### src/rtl/uart_pkg.sv
// Definitions shared by the UART transmitter and receiver on this serial link.
package uart_pkg;

    typedef enum logic [1:0] {
        IDLE  = 2'd0,
        START = 2'd1,
        DATA  = 2'd2,
        STOP  = 2'd3
    } uart_state_t;

    localparam int UART_DATA_BITS       = 8;
    // 325 clocks x 16 oversample ticks: 9600 baud from a 50 MHz sys_clk.
    localparam int DEFAULT_CLKS_PER_BIT = 5200;

endpackage

### src/rtl/uart_baud_timer.sv
// Bit-period timer: counts sys_clk cycles while running and pulses bit_done on
// the last cycle of each bit period.
module uart_baud_timer
    import uart_pkg::*;
#(
    parameter int CLKS_PER_BIT = DEFAULT_CLKS_PER_BIT
) (
    input  logic sys_clk,
    input  logic sys_rst_n,
    input  logic i_clear,
    input  logic i_run,
    output logic o_bit_done
);

    localparam int            W    = (CLKS_PER_BIT > 1) ? $clog2(CLKS_PER_BIT) : 1;
    localparam logic [W-1:0]  LAST = W'(CLKS_PER_BIT - 1);

    if (CLKS_PER_BIT < 2) begin : g_bad_clks_per_bit
        $error("uart_baud_timer: CLKS_PER_BIT must be at least 2");
    end

    logic [W-1:0] r_count;

    always_ff @(posedge sys_clk or negedge sys_rst_n) begin
        if (!sys_rst_n) begin
            r_count <= '0;
        end else if (i_clear) begin
            r_count <= '0;
        end else if (i_run) begin
            r_count <= (r_count == LAST) ? '0 : r_count + 1'b1;
        end
    end

    assign o_bit_done = i_run && !i_clear && (r_count == LAST);

endmodule

### src/rtl/uart_transmitter.sv
// 8N1 UART transmitter: accepts one byte per TX_en while idle and shifts it out
// LSB-first framed by a start bit and STOP_BITS stop bits.
module uart_transmitter
    import uart_pkg::*;
#(
    parameter int CLKS_PER_BIT = DEFAULT_CLKS_PER_BIT,
    parameter int STOP_BITS    = 1
) (
    input  logic                      sys_clk,
    input  logic                      sys_rst_n,
    input  logic [UART_DATA_BITS-1:0] TX_data,
    input  logic                      TX_en,
    output logic                      TX_status,
    output logic                      UART_Tx,
    output logic [1:0]                o_dbg_state
);

    if (STOP_BITS != 1 && STOP_BITS != 2) begin : g_bad_stop_bits
        $error("uart_transmitter: STOP_BITS must be 1 or 2");
    end

    localparam logic [2:0] LAST_IDX  = 3'(UART_DATA_BITS - 1);
    localparam logic       STOP_LAST = 1'(STOP_BITS - 1);

    uart_state_t               r_state;
    logic [UART_DATA_BITS-1:0] r_shift;
    logic [2:0]                r_bit_idx;
    logic                      r_stop_cnt;
    logic                      w_bit_done;
    logic                      w_accept;
    logic                      w_run;

    // TX_en is honoured only in IDLE; requests during a frame are dropped.
    assign w_accept    = (r_state == IDLE) && TX_en;
    assign w_run       = (r_state != IDLE);
    assign o_dbg_state = r_state;

    uart_baud_timer #(
        .CLKS_PER_BIT (CLKS_PER_BIT)
    ) u_baud_timer (
        .sys_clk    (sys_clk),
        .sys_rst_n  (sys_rst_n),
        .i_clear    (w_accept),
        .i_run      (w_run),
        .o_bit_done (w_bit_done)
    );

    always_ff @(posedge sys_clk or negedge sys_rst_n) begin
        if (!sys_rst_n) begin
            r_state    <= IDLE;
            r_shift    <= '0;
            r_bit_idx  <= '0;
            r_stop_cnt <= 1'b0;
            UART_Tx    <= 1'b1;
            TX_status  <= 1'b1;
        end else begin
            case (r_state)
                IDLE: begin
                    UART_Tx   <= 1'b1;
                    TX_status <= 1'b1;
                    if (TX_en) begin
                        r_shift   <= TX_data;
                        r_state   <= START;
                        UART_Tx   <= 1'b0;
                        TX_status <= 1'b0;
                    end
                end
                START: begin
                    if (w_bit_done) begin
                        r_state   <= DATA;
                        r_bit_idx <= '0;
                        UART_Tx   <= r_shift[0];
                    end
                end
                DATA: begin
                    if (w_bit_done) begin
                        if (r_bit_idx == LAST_IDX) begin
                            r_state    <= STOP;
                            r_stop_cnt <= 1'b0;
                            UART_Tx    <= 1'b1;
                        end else begin
                            // Present the next bit while shifting it down to position 0.
                            r_shift   <= {1'b0, r_shift[UART_DATA_BITS-1:1]};
                            r_bit_idx <= r_bit_idx + 1'b1;
                            UART_Tx   <= r_shift[1];
                        end
                    end
                end
                STOP: begin
                    if (w_bit_done) begin
                        if (r_stop_cnt == STOP_LAST) begin
                            r_state   <= IDLE;
                            TX_status <= 1'b1;
                        end else begin
                            r_stop_cnt <= r_stop_cnt + 1'b1;
                        end
                    end
                end
                default: begin
                    r_state   <= IDLE;
                    UART_Tx   <= 1'b1;
                    TX_status <= 1'b1;
                end
            endcase
        end
    end

endmodule
### config.mk
export PLATFORM = sky130hd
export DESIGN_NAME = uart_transmitter
export DESIGN_NICKNAME = d
export VERILOG_FILES = /design/src/rtl/uart_pkg.sv /design/src/rtl/uart_baud_timer.sv /design/src/rtl/uart_transmitter.sv
export SDC_FILE = /design/constraint.sdc
export NUM_CORES = 1
export LEC_CHECK = 0
export CAP_MARGIN = 30
export CELL_PAD_IN_SITES_DETAIL_PLACEMENT = 1
export CELL_PAD_IN_SITES_GLOBAL_PLACEMENT = 1
export CORE_ASPECT_RATIO = 0.8
export CORE_MARGIN = 2
export CORE_UTILIZATION = 40
export CTS_BUF_LIST = sky130_fd_sc_hd__clkbuf_8
export DETAILED_ROUTE_END_ITERATION = 7
export PLACE_DENSITY = 0.79
export SLEW_MARGIN = 20
export SYNTH_ARGS = -nofsm -noshare
export SYNTH_HDL_FRONTEND = slang
export SYNTH_SLANG_ARGS = --single-unit
### constraint.sdc
create_clock -name sys_clk -period 4 [get_ports sys_clk]
set_input_delay 0.8 -clock sys_clk [delete_from_list [all_inputs] [get_ports sys_clk]]
set_output_delay 0.8 -clock sys_clk [all_outputs]
set_load 0.02 [all_outputs]
==> qor.yml <==
run_status:
  status: "complete, no violations"
run:
  cap_viol_max_count: 0
critical_path:
  rrSetupSlack_ns: 1.49
  slowest_delay_ns: 0.67
  required_ns: 4.17
  worstSetupPathType: "reg2reg"
  slowest_stage: "nor4_1"
  crit_path_end_kind: "flip-flop"
  startpoint_type: "flip-flop"
  crit_arrival_ns: 2.68
  critPathMaxFanout: 6
  crit_chain: "or4b_4 -> nor4_1 -> nand3_1 -> o221a_2"
clocking:
  cts_tree: "done"
  numCtsBuffers: 3
  cts_buffer_depth: 2
  clk_latency_ns: 0.28
  cts_setup_buffers: 0
  cts_resized: 0
  h-tree-depth: 1
  cts_sinks: 28
  postCtsHoldBufs: 0
  root_buffer: "clkbuf_8"
  clk_pin_slew_ns: 0.10
timing:
  fin_crit_sh_pct: 62.7
  worst_slack_ns: 1.49
  final.setup.tns_ns: 0
  slew_headroom_pct: 43.6
  rsz0062_at_grt: "no"
  fmax_mhz: 399
  finalMaxSlewViolations: 0
  hold_viol: 0
  tightest_slew_ns: 0.839
  skew_ns: 0.00852
  finalSetupViolCount: 0
  min_period_ns: 2.51
routing:
  vias: 1564
  ant_nets: 0
  drc: 0
  drtPass1Iterations: 4
  wl_per_cell_um: 17.9
  drtIter0Drc: 140
  wirelength_mm: 4.72
  detail_route.vias_per_cell: 5.95
final_layout:
  final_cells: 263
  drive_above_1_share_pct: 9.71
  nets: 226
  area_delta_synth_final_pct: 13.5
  final_util_pct: 47.4
  antenna_cells: 0
synth:
  synthCells: 194
  yosys.cell_types.count: 42
  avgSynthCellArea_um2: 9.00
  synth.area.top_cells: "dfrtp_1 37%, ha_1 5.7%, nand3_1 4.9%"
  async_flop_share_pct: 100
  ys_warn_count: 0
  synth_edf_count: 0
  synth_top_cell_by_area: "dfrtp_1"
  synth_ff_type: "dfrtp_1"
  syn_area_mm2: 0.00175
  seq_area_frac_synth_pct: 40.3
  ys_ff_latch: 28
  synth_fp_nets: 213
  synth.top_cell.area_share_pct: 37.3
global_route:
  overflow: 0
  antenna_found_initial: 0
  grt_max_degree: 29
  grt_pass1_vias: 1618
  grt_pass1_wl_mm: 8.06
  track_usage_pct: 20.3
placement:
  dp_slack_ns: 1.18
  gp_congestion: 0.857
  dp_cells: 258
  hpwl_mm: 3.33
  io_buffers: 14
floorplan:
  start_util_pct: 41.8
  die_area_mm2: 0.00491
  rows: 21
  io_pins: 15
  core_mm2: 0.00418
  die_h_um: 63.1
  die_w_um: 77.9
hold_path:
  min_path_type: "reg2reg"
pwr:
  p_leak_nw: 0.774
  peakVddDrop_v: 0.000181
  power_density_mw_per_mm2: 246
worst paths after layout:
check,cells after the start,start,end
hold reg to reg,2,r_bit_idx[2]$_DFFE_PN0P_,r_bit_idx[2]$_DFFE_PN0P_
hold / removal,2,r_bit_idx[2]$_DFFE_PN0P_,r_bit_idx[2]$_DFFE_PN0P_
max in group asynchronous,2,sys_rst_n,UART_Tx$_DFFE_PN1P_
setup reg to reg,4,u_baud_timer.r_count[7]$_DFFE_PN0P_,r_shift[2]$_DFFE_PN0P_
setup / recovery,4,u_baud_timer.r_count[7]$_DFFE_PN0P_,r_shift[2]$_DFFE_PN0P_
min in group asynchronous,2,sys_rst_n,u_baud_timer.r_count[11]$_DFFE_PN0P_
routing by layer:
layer,global-route usage [%],vias to the layer above,share of wire (%)
li1,-,756,-
met1,28.6,770,49
met2,31.9,30,47
met3,4.01,8,3.2
met4,5.58,0,1.2
met5,0,-,0
final cells by class:
class / instances / area (µm²)
Fill cell: 475 / 2200
Multi-Input combinational cell: 146 / 952
Sequential cell: 28 / 703
Timing Repair Buffer: 16 / 155
Tap cell: 57 / 71.3
Clock buffer: 4 / 55.1
Inverter: 12 / 45.0
cell usage after synthesis (2+ instances only):
| master | n |
|---|---|
| nand3_1 | 17 |
| nand2b_1 | 3 |
| nand4_1 | 4 |
| a31oi_1 | 5 |
| and4_1 | 2 |
| buf_6 | 2 |
| or3_1 | 5 |
| or4b_4 | 2 |
| nor4b_1 | 2 |
| a22o_1 | 2 |
| o221a_2 | 4 |
| nor4_1 | 4 |
| clkbuf_1 | 5 |
| dfstp_2 | 2 |
| o21ai_0 | 16 |
| nor2b_1 | 4 |
| o31ai_1 | 2 |
| o211ai_1 | 3 |
| or4_1 | 2 |
| nor2_1 | 5 |
| o22ai_1 | 8 |
| dfrtp_1 | 26 |
| ha_1 | 8 |
| inv_1 | 12 |
| nor3_1 | 6 |
| nand2_1 | 19 |
| a21oi_1 | 9 |
stage by stage:
step                area [µm²]  total power [mW]  hold WS (ns)
CTS                       1970             0.493         0.576
global placement          1920             0.310         0.530
detailed placement        1920             0.311         0.557
floorplan                 1750             0.293         0.502
global route              1980             0.506         0.619
finish                    1980             0.488         0.578
report_power, final:
| part | switching, mW | total, mW | internal [mW] |
|---|---|---|---|
| registers | 0 | 0.283 | 0.283 |
| clock network | 0.0945 | 0.183 | 0.0884 |
| logic | 0.0103 | 0.0220 | 0.0116 |
| total | 0.105 | 0.488 | 0.383 |
critical path: cells and delay by family (launching register included):
family,cells,cell delay (ns)
compound gates,1,0.34
flops,1,0.46
simple gates,3,1.60
cell families after synthesis:
family	after synthesis	share of synthesized area [%]
compound gates	58	22.7
simple gates	78	24.9
mux	2	1.22
fa+ha+maj	8	5.73
buf+inv	20	5.16
flops	28	40.3
registers in the layout, summed over array words and instances (netlist names):
name,count
TX_status,1
UART_Tx,1
o_dbg_state,2
r_bit_idx,3
r_shift,8
u_baud_timer.r_count,13
cells in the final DEF, fill, tap and decap left out, drive strengths merged, types with 3 or more instances in the layout:
cell and count:
nand4 4, o221a 5, clkdlybuf4s50 14, o211ai 3, dfrtp 26, nand2 19
clkbuf 4, or3 5, a31oi 5, o22ai 8, nor2b 4, nand3 17
nor2 5, nor3 6, and4 3, or4 3, inv 12, ha 8
a21oi 9, nand2b 3, o21ai 18, nor4 4
Power figures use the tool's default switching activity.
